==> config.mk <==
export PLATFORM = sky130hd
export DESIGN_NAME = game_flow_controller
export DESIGN_NICKNAME = d
export VERILOG_FILES = /design/src/rtl/game_flow_controller.sv
export SDC_FILE = /design/constraint.sdc
export NUM_CORES = 1
export LEC_CHECK = 0
export BUFFER_PORTS_ARGS = -buffer_cell sky130_fd_sc_hd__buf_2
export CAP_MARGIN = 20
export CORE_AREA = 3 3 59 61
export DETAILED_ROUTE_END_ITERATION = 12
export DIE_AREA = 0 0 62 64
export GPL_ROUTABILITY_DRIVEN = 0
export PLACE_DENSITY = 0.62
export SKIP_LAST_GASP = 1
export SLEW_MARGIN = 10
export SYNTH_ARGS = -nofsm -noshare
export SYNTH_HDL_FRONTEND = slang
export SYNTH_SLANG_ARGS = --single-unit
==> constraint.sdc <==
create_clock -name Clk100M -period 2.67 [get_ports Clk100M]
set_input_delay 0.267 -clock Clk100M [delete_from_list [all_inputs] [get_ports Clk100M]]
set_output_delay 0.267 -clock Clk100M [all_outputs]
set_load 0.01 [all_outputs]
==> src/rtl/game_flow_controller.sv <==
// -----------------------------------------------------------------------------
// game_flow_controller
//
// Top-level sequencer for the symbol-counter game. Runs the round cycle
// IDLE -> PRELIM (countdown) -> PLAY -> next round, and owns the current
// level, remaining lives and the per-round play timer. Decides win/lose.
//
// Ports
//   Clk100M        in   system clock, all state on its rising edge
//   Rst_n          in   asynchronous active-low reset
//   Clk1Hz         in   1 Hz level, 2-flop synchronised then edge detected
//   startBtn       in   single-cycle start pulse (IDLE / WIN / LOSE only)
//   prelimDone     in   countdown-complete level, rising edge used in PRELIM
//   answerValid    in   single-cycle answer pulse (PLAY only)
//   answerCorrect  in   qualifies answerValid
//   prelimSig      out  high throughout PRELIM
//   playEn         out  high throughout PLAY
//   curLevel       out  current level 0..MAX_LEVEL
//   livesLeft      out  remaining lives
//   secondsLeft    out  play seconds remaining
//   state          out  FSM state: IDLE=0 PRELIM=1 PLAY=2 WIN=3 LOSE=4
//   gameWon        out  high in WIN
//   gameOver       out  high in LOSE
//
// Handshake: there is no ready/back-pressure. answerValid and startBtn are
// one-cycle pulses that are consumed in the cycle they are sampled if the
// FSM is in a state that accepts them, and silently dropped otherwise.
// -----------------------------------------------------------------------------
module game_flow_controller #(
   parameter int MAX_LEVEL    = 9,
   parameter int PLAY_SECONDS = 10,
   parameter int LIVES        = 3
) (
   input  logic       Clk100M,
   input  logic       Rst_n,
   input  logic       Clk1Hz,
   input  logic       startBtn,
   input  logic       prelimDone,
   input  logic       answerValid,
   input  logic       answerCorrect,
   output logic       prelimSig,
   output logic       playEn,
   output logic [3:0] curLevel,
   output logic [1:0] livesLeft,
   output logic [3:0] secondsLeft,
   output logic [2:0] state,
   output logic       gameWon,
   output logic       gameOver
);

   localparam logic [3:0] MAX_LEVEL_C = 4'(MAX_LEVEL);
   localparam logic [3:0] PLAY_SEC_C  = 4'(PLAY_SECONDS);
   localparam logic [1:0] LIVES_C     = 2'(LIVES);

   typedef enum logic [2:0] {
      S_IDLE   = 3'd0,
      S_PRELIM = 3'd1,
      S_PLAY   = 3'd2,
      S_WIN    = 3'd3,
      S_LOSE   = 3'd4
   } state_t;

   state_t     state_q, state_d;
   logic [3:0] level_q, level_d;
   logic [1:0] lives_q, lives_d;
   logic [3:0] secs_q, secs_d;

   // 1 Hz synchroniser and edge detector
   logic       hz_s1_q, hz_s2_q, hz_prev_q;
   logic       hz_tick;

   // prelimDone edge detector; the rise pulse is registered and only
   // armed while in PRELIM, so a level that was already high on entry
   // (or an edge seen in another state) never starts PLAY.
   logic       pd_q;
   logic       pd_rise_q, pd_rise_d;

   logic       lose_life;

   assign hz_tick   = hz_s2_q & ~hz_prev_q;
   assign pd_rise_d = prelimDone & ~pd_q & (state_q == S_PRELIM);

   always_ff @(posedge Clk100M or negedge Rst_n) begin
      if (!Rst_n) begin
         state_q   <= S_IDLE;
         level_q   <= 4'd0;
         lives_q   <= LIVES_C;
         secs_q    <= 4'd0;
         hz_s1_q   <= 1'b0;
         hz_s2_q   <= 1'b0;
         hz_prev_q <= 1'b0;
         pd_q      <= 1'b0;
         pd_rise_q <= 1'b0;
      end else begin
         state_q   <= state_d;
         level_q   <= level_d;
         lives_q   <= lives_d;
         secs_q    <= secs_d;
         hz_s1_q   <= Clk1Hz;
         hz_s2_q   <= hz_s1_q;
         hz_prev_q <= hz_s2_q;
         pd_q      <= prelimDone;
         pd_rise_q <= pd_rise_d;
      end
   end

   always_comb begin
      state_d   = state_q;
      level_d   = level_q;
      lives_d   = lives_q;
      secs_d    = secs_q;
      lose_life = 1'b0;

      case (state_q)
         S_IDLE, S_WIN, S_LOSE: begin
            if (startBtn) begin
               state_d = S_PRELIM;
               level_d = 4'd0;
               lives_d = LIVES_C;
            end
         end
         S_PRELIM: begin
            if (pd_rise_q) begin
               state_d = S_PLAY;
               secs_d  = PLAY_SEC_C;
            end
         end
         S_PLAY: begin
            // An answer outranks a same-cycle 1 Hz tick; the tick is dropped.
            if (answerValid && answerCorrect) begin
               if (level_q >= MAX_LEVEL_C) begin
                  state_d = S_WIN;
               end else begin
                  level_d = level_q + 4'd1;
                  state_d = S_PRELIM;
               end
            end else if (answerValid) begin
               lose_life = 1'b1;
            end else if (hz_tick) begin
               if (secs_q == 4'd1) begin
                  secs_d    = 4'd0;
                  lose_life = 1'b1;
               end else if (secs_q != 4'd0) begin
                  secs_d = secs_q - 4'd1;
               end
            end
         end
         default: state_d = S_IDLE;
      endcase

      if (lose_life) begin
         if (lives_q <= 2'd1) begin
            lives_d = 2'd0;
            state_d = S_LOSE;
         end else begin
            lives_d = lives_q - 2'd1;
            state_d = S_PRELIM;
         end
      end
   end

   assign state       = state_q;
   assign prelimSig   = (state_q == S_PRELIM);
   assign playEn      = (state_q == S_PLAY);
   assign gameWon     = (state_q == S_WIN);
   assign gameOver    = (state_q == S_LOSE);
   assign curLevel    = level_q;
   assign livesLeft   = lives_q;
   assign secondsLeft = secs_q;

endmodule

Yosys cells after proc, flatten, opt, wreduce, memory -nomap -nowiden
Cells that the tools add are included.
W data, S select, Z words.
{ "classes": {"reduce_logical": 12, "eq_ne": 16, "n_lt_le_gt_ge": 2, "bitwise_logic": 5, "n_mux": 27, "n_addsub": 3} }
{ "ops": {"columns": ["op", "count"], "rows": [
  ["$mux W4", 9],
  ["$pmux W4 S2", 2],
  ["$mux W3", 5],
  ["$mux W2", 5],
  ["$ne A3 B1 Y1 const B", 3],
  ["$pmux W3 S3", 1],
  ["$ne A2 B2 Y1 const B", 4],
  ["$reduce_bool A2 Y1", 4],
  ["$eq A3 B2 Y1 const B", 2],
  ["$ne A2 B1 Y1 const B", 3],
  ["$reduce_and A6 Y1", 1],
  ["$mux W1", 5],
  ["$add A4 B1 Y4 const B", 1],
  ["$eq A4 B1 Y1 const B", 1],
  ["$ge A4 B4 Y1 const B", 1],
  ["$reduce_and A4 Y1", 1],
  ["$reduce_bool A4 Y1", 1],
  ["$sub A4 B1 Y4 const B", 1],
  ["$and A1 B1 Y1", 3],
  ["$eq A3 B1 Y1 const B", 1],
  ["$eq A3 B3 Y1 const B", 1],
  ["$logic_not A3 Y1", 1],
  ["$ne A3 B3 Y1 const B", 1],
  ["$reduce_and A3 Y1", 1],
  ["6 further kinds", 7]
]} }
{ "word_totals": {"elab_cells": 74, "ff_bits": 18, "inputBits": 7} }

Logic depth before layout (Yosys ltp)
Gate-level depths: netlist of the first run.
{ "depth": {"ltp_word": 8, "ltp_mapped": 6, "ltp_nobuf": 6} }

Worst setup path after synthesis of the first run
OpenSTA, ideal clock, no wires.
{ "synth_timing": {"path_type": "reg-to-reg", "startpoint": "reg level_q[0] (netlist: curLevel[0])", "endpoint": "reg level_q[0] (netlist: curLevel[0])", "arrival_time_ns": 1.707, "path_buffers": 0, "stages_incl_launch_ff": 6, "path_slack_ns": 0.838, "synth_period_minus_slack_ns": 1.832, "path_cell_list": "dfrtp_1 -> ha_1 -> or3b_4 -> a211oi_4 -> nor2_1 -> mux2_4"} }
{ "synth_via": {"elab_chain_len": 4} }
{ "synth_lines": {"columns": ["item", "line", "text"], "rows": [
  ["from (decl)", "64", "logic [3:0] level_q, level_d;"],
  ["from (signal assigned)", "96", "level_q <= level_d;"],
  ["$add A4 B1 Y4", "134", "level_d = level_q + 4'd1;"],
  ["$mux W4", "131", "if (level_q >= MAX_LEVEL_C) begin"],
  ["$mux W4", "130", "if (answerValid && answerCorrect) begin"],
  ["$pmux W4 S2", "114", "case (state_q)"]
]} }
Several ways; a longest one is shown, not always the timed one. The select of a mux whose other input is x is not followed.
A chain may end at the register's enable or synchronous reset.

Final worst setup path of the first run
{ "layout_timing": {"startpoint": "reg state_q[2] (netlist: state[2])", "endpoint": "out playEn"} }
{ "layout_via": {"elab_chain_len": 1} }
{ "layout_lines": {"columns": ["item", "line", "text"], "rows": [
  ["from (decl)", "63", "state_t state_q, state_d;"],
  ["from (signal assigned)", "95", "state_q <= state_d;"],
  ["$eq A3 B2 Y1", "164", "assign playEn = (state_q == S_PLAY);"],
  ["to (decl)", "42", "output logic playEn,"]
]} }
Every way passes these cells.

==> out/qor.txt, run 1 <==
status -> completed
Final Max Slew Viols -> 0
setup bufs post-CTS -> 0
post-layout min period -> 2030 ps
Worst Path Required -> 2400 ps
post-cts gate resize count -> 0
relative slew slack -> 72.7%
kind of critical path -> flip-flop to output pin
min-delay worst type -> primary input to flip-flop
Yosys top cell by area -> dfrtp_1
synthesized net count -> 111
DR iter-0 viols -> 19
die width -> 62 um
#FFs+latches synth -> 18
placed wire-length estimate -> 1630 um
first-pass GRT wire length -> 3750 um
clock buffer depth -> 2
site row count -> 20
peak per-stage delay on the critical path -> 540 ps
total track usage -> 12.3%
Port Buffers -> 23
vias in the first global route -> 811
post-synthesis sequential area ratio -> 44.4%
largest cells by area after synthesis -> dfrtp_1 (39%), ha_1 (6.1%), dfstp_2 (5.1%), nand2b_1 (3.7%), nor2_1 (3.7%)
Post-Synthesis Cells -> 99
Vias/cell -> 4.95
post-layout net count -> 137
# diodes -> 0
Async SR Flop Fraction -> 100%
initial antenna violation count -> 0
largest net degree at the start of global routing -> 19
htree depth -> 1
Arr. time, crit path -> 1760 ps
FILL cells -> 305
Yosys cell types -> 40
Overflow after GRT -> 0
die area -> 3970 um2
maximum clock frequency -> 0.493 GHz
commonest non-fill, non-tap cell in the layout -> buf_2
RSZ-0062 raised after global routing -> false
Worst Setup End Kind -> output pin
share of layout cells above drive strength 1 -> 29.0%
routing usage on met2 -> 18.1%
GR Layer Usage met3 -> 3.84%
crit-path max FO -> 12
Hold-fix buffers, CTS -> 1
die height -> 64 um
initial core utilization -> 33.7%
vias -> 832
CTS clk-pin slew, worst paths -> 110 ps
Final ANT Viol Nets -> 0
DRT Pass-1 Iters -> 4
worst path bufs/invs -> 2
worst setup margin -> 641 ps
GR Util met1 -> 17.7%
CTS tree -> yes
Worst path top cell family by delay -> flip-flops
Post-Syn Area per Cell -> 10.3 um2
Finished Core Util -> 40.4%
Pwr Density -> 746 nW/um2
Setup TNS -> 0 ps
yosys warns -> 0
GR peak layer -> met2
worst-path cell chain -> or3b_1, inv_1, buf_2
fin crit share -> 76.0%
Peak VDD IR -> 389 uV
Final Skew -> 2.90 ps
pre-CTS setup slack -> 738 ps
# DRC -> 0
total power -> 0.912 mW
Post-synth EDFFs -> 0
Least-Margin Pin Slew -> 410 ps
Sinks on Clock Net -> 18
CP max stage cell -> dfrtp_1
Setup-failing EPs final -> 0
# Max-Cap Violations -> 0
Pleak -> 0.541 nW
clk_lat worst skew -> 300 ps
clock root buffer -> clkbuf_4
top cell type's share of synthesized area -> 39.2%
core area -> 3030 um2
Layout area overhead -> 19.7%
cts bufs inserted -> 3
num ports -> 24
CP Launch Type -> flip-flop
Most used DFF post-synth -> dfrtp_1
most frequent cells in the layout -> buf_2 (23), dfrtp_1 (16), nor2_1 (10)
WL/cell -> 13.0 um
final WL -> 2180 um
Mapped Area -> 1020 um2
Final Hold Vio Count -> 0
## cell usage after synthesis, types with 2 or more instances
master and instances:
dfrtp_1 16, nor2_1 10, inv_1 8, nand2b_1 6, ha_1 5, o21ai_0 4
nand2_1 3, nor2b_1 3, nor3_1 3, o31a_1 3, a22o_1 2, a22oi_1 2
and3b_1 2, buf_2 2, dfstp_2 2, nand3_1 2, o22a_1 2, or3b_1 2
## worst register-to-register path, stage by stage (launching register included)
cell and delay [ps]:
dfrtp_1 470, inv_1 90, ha_1 140, or3b_4 400
a211oi_4 370, nor2_1 120, mux2_4 270
## final cells by class
cell class              count  area, um2  share of cell area, %
flip-flops and latches     18        453                   37.1
inverters                   8       30.0                   2.46
repair buffers             24        125                   10.2
well taps                  44       55.1                   4.50
clock buffers               4       36.3                   2.97
multi-input cells          70        523                   42.8
## stage by stage
| stage | hold WS, ps | instance area (um2) | instances |
|---|---|---|---|
| CTS | 58.7 | 1220 | 168 |
| global placement | 226 | 1180 | 163 |
| global route | 50.3 | 1220 | 168 |
| finish | 68.9 | 1220 | 168 |
| detailed placement | 231 | 1180 | 163 |
| floorplan | -28.6 | 1020 | 99 |
## cells by family (layout without fill, tap and decap cells)
family                   Yosys count  count (layout)  synth area share (%)
adder cells (fa/ha/maj)            5               5                  6.13
flip-flops                        18              18                  44.4
AND/OR/NAND/NOR                   39              39                  22.7
buffers and inverters             11              36                  4.41
AO/OA/AOI/OAI                     23              23                  18.9
multiplexers                       3               3                  3.55
## path summary, 6_finish.rpt
path	start	endpoint	slack, ps	cells after the start
min in group asynchronous	Rst_n	secondsLeft[3]$_DFFE_PN0P_	410	2
min	Clk1Hz	hz_s1_q$_DFF_PN0_	70	1
max	state[2]$_DFFE_PN0P_	playEn	640	3
max in group asynchronous	Rst_n	livesLeft[0]$_DFFE_PN1P_	1930	2
max reg2reg	curLevel[0]$_DFFE_PN0P_	curLevel[0]$_DFFE_PN0P_	730	6
min reg2reg	hz_s1_q$_DFF_PN0_	hz_s2_q$_DFF_PN0_	360	0
## report_power, final
part / leakage (nW) / switching, mW / internal (mW)
clock network: 0.0210 / 0.0884 / 0.0832
logic: 0.301 / 0.176 / 0.167
registers: 0.219 / 0.0748 / 0.322
## per-layer routing
layer  vias to the layer above  routed length, um
met1                       401               1100
met5                         -                  0
met4                         0                  0
met3                         0                108
li1                        412                  -
met2                        19                975
## sequential cells by signal, indices dropped and copies added, names as in the netlist
register and cells:
livesLeft 2, state 3, hz_prev_q 1, secondsLeft 4, curLevel 4, hz_s2_q 1, pd_q 1, pd_rise_q 1
hz_s1_q 1
Note: power is estimated with default switching activity, not from simulation.
==> run 2: changes to the inputs <==
--- a/config.mk
+++ b/config.mk
@@ -11,7 +11,7 @@
 export DETAILED_ROUTE_END_ITERATION = 12
 export DIE_AREA = 0 0 62 64
 export GPL_ROUTABILITY_DRIVEN = 0
-export PLACE_DENSITY = 0.62
+export PLACE_DENSITY = 0.64
 export SKIP_LAST_GASP = 1
 export SLEW_MARGIN = 10
 export SYNTH_ARGS = -nofsm -noshare
==> constraint.sdc (replaced) <==
create_clock -name Clk100M -period 1.8 [get_ports Clk100M]
set_input_delay 0.18 -clock Clk100M [delete_from_list [all_inputs] [get_ports Clk100M]]
set_output_delay 0.18 -clock Clk100M [all_outputs]
set_load 0.01 [all_outputs]
==> out/qor.txt, run 2 (synthesis results as in run 1) <==
r2r setup slk -> 40 ps
placed wire-length estimate -> 1820 um
first-pass GRT wire length -> 3960 um
Worst Path Required -> 1980 ps
# Max-Cap Violations -> 0
non-filler cells, final -> 183
Port Buffers -> 23
die area -> 3970 um2
# DRC -> 0
Least-Margin Pin Slew -> 419 ps
Pleak -> 0.613 nW
htree depth -> 1
design area -> 1370 um2
cts bufs inserted -> 3
Setup TNS -> 0 ps
CTS clk-pin slew, worst paths -> 100 ps
cell count along the critical path -> 5
worst path bufs/invs -> 0
Min-Delay Path Depth -> 3
clk_lat worst skew -> 300 ps
Sinks on Clock Net -> 18
Overflow after GRT -> 0
initial core utilization -> 33.7%
Setup-failing EPs final -> 0
clock root buffer -> clkbuf_4
Vias/cell -> 4.98
largest net degree at the start of global routing -> 19
reg2reg end -> curLevel[0]$_DFFE_PN0P_
kind of critical path -> flip-flop to flip-flop
commonest non-fill, non-tap cell in the layout -> buf_2
final WL -> 2410 um
relative slew slack -> 72.1%
hold slack -> 220 ps
fin crit share -> 97.7%
maximum clock frequency -> 0.569 GHz
die width -> 62 um
share of layout cells above drive strength 1 -> 41.0%
CTS tree -> yes
num ports -> 24
min-delay worst type -> primary input to flip-flop
RSZ-0062 raised after global routing -> true
Arr. time, crit path -> 1940 ps
Final Hold Vio Count -> 0
Pwr Density -> 1060 nW/um2
total power -> 1.44 mW
CP max stage cell -> dfrtp_2
path depth of the worst reg2reg path -> 5
most frequent cells in the layout -> buf_2 (23), dfrtp_1 (15), buf_4 (13)
status -> completed
initial antenna violation count -> 0
WL/cell -> 13.2 um
Worst R2R Start -> curLevel[0]$_DFFE_PN0P_
total track usage -> 13.3%
core area -> 3030 um2
DR iter-0 viols -> 50
vias in the first global route -> 925
worst-path cell chain -> ha_1, or3b_4, a211oi_4, nor2_1, mux2_4
Worst Setup End Kind -> flip-flop
# diodes -> 0
Hold EP -> state[2]$_DFFE_PN0P_
FILL cells -> 289
Worst path top cell family by delay -> simple AND/OR/NAND/NOR gates
Layout area overhead -> 33.8%
Peak VDD IR -> 277 uV
Final ANT Viol Nets -> 0
pre-CTS setup slack -> 10.5 ps
Finished Core Util -> 45.1%
site row count -> 20
clock buffer depth -> 2
DRT Pass-1 Iters -> 4
Setup crit start -> curLevel[0]$_DFFE_PN0P_
peak per-stage delay on the critical path -> 430 ps
vias -> 912
worst hold path startpoint -> startBtn
DP Area -> 1250 um2
Final Skew -> 8.26 ps
placed cell count -> 173
worst setup margin -> 41.7 ps
post-layout net count -> 152
crit-path max FO -> 4
CP Launch Type -> flip-flop
die height -> 64 um
Final Max Slew Viols -> 0
post-layout min period -> 1760 ps
run 2: how the worst max path moves through the flow:
| stage | to |
|---|---|
| 2_1_floorplan | curLevel[0]$_DFFE_PN0P_ |
| 3_3_place_gp | curLevel[0]$_DFFE_PN0P_ |
| 3_5_place_dp | curLevel[0]$_DFFE_PN0P_ |
| 4_1_cts | curLevel[0]$_DFFE_PN0P_ |
| 5_1_grt | secondsLeft[3]$_DFFE_PN0P_ |
| 6_report | curLevel[0]$_DFFE_PN0P_ |
run 2: power breakdown:
group	switching (mW)	internal (mW)	total, mW
Sequential	0.0725	0.480	0.552
Clock	0.124	0.0863	0.211
Combinational	0.344	0.336	0.680
Total	0.541	0.902	1.44
run 2: layer usage:
layer	track usage, %	vias up	wire, um
met2	21.8	27	1150
met1	16.7	442	1100
li1	-	438	-
met3	1.21	5	106
met5	0	-	0
met4	7.16	0	48
run 2: tightest hold or removal path, delay by kind of cell:
family                 cells  cell delay, ps
AO/OA/AOI/OAI              1             130
buffers and inverters      2             180
run 2: final cells by class:
cell class | count | area, um2 | share of cell area [%]
multi-input cells | 70 | 558 | 40.8
flip-flops and latches | 18 | 454 | 33.2
repair buffers | 39 | 243 | 17.8
well taps | 44 | 55.1 | 4.03
inverters | 8 | 30.0 | 2.20
clock buffers | 4 | 26.3 | 1.92
run 2: timing repair:
action	4_1_cts	5_1_grt
pin swaps	1	3
setup endpoints to repair	1	9
hold buffers	3	0
hold endpoints to repair	18	0
cloned	0	0
setup buffers	1	2
gates resized for setup	0	10
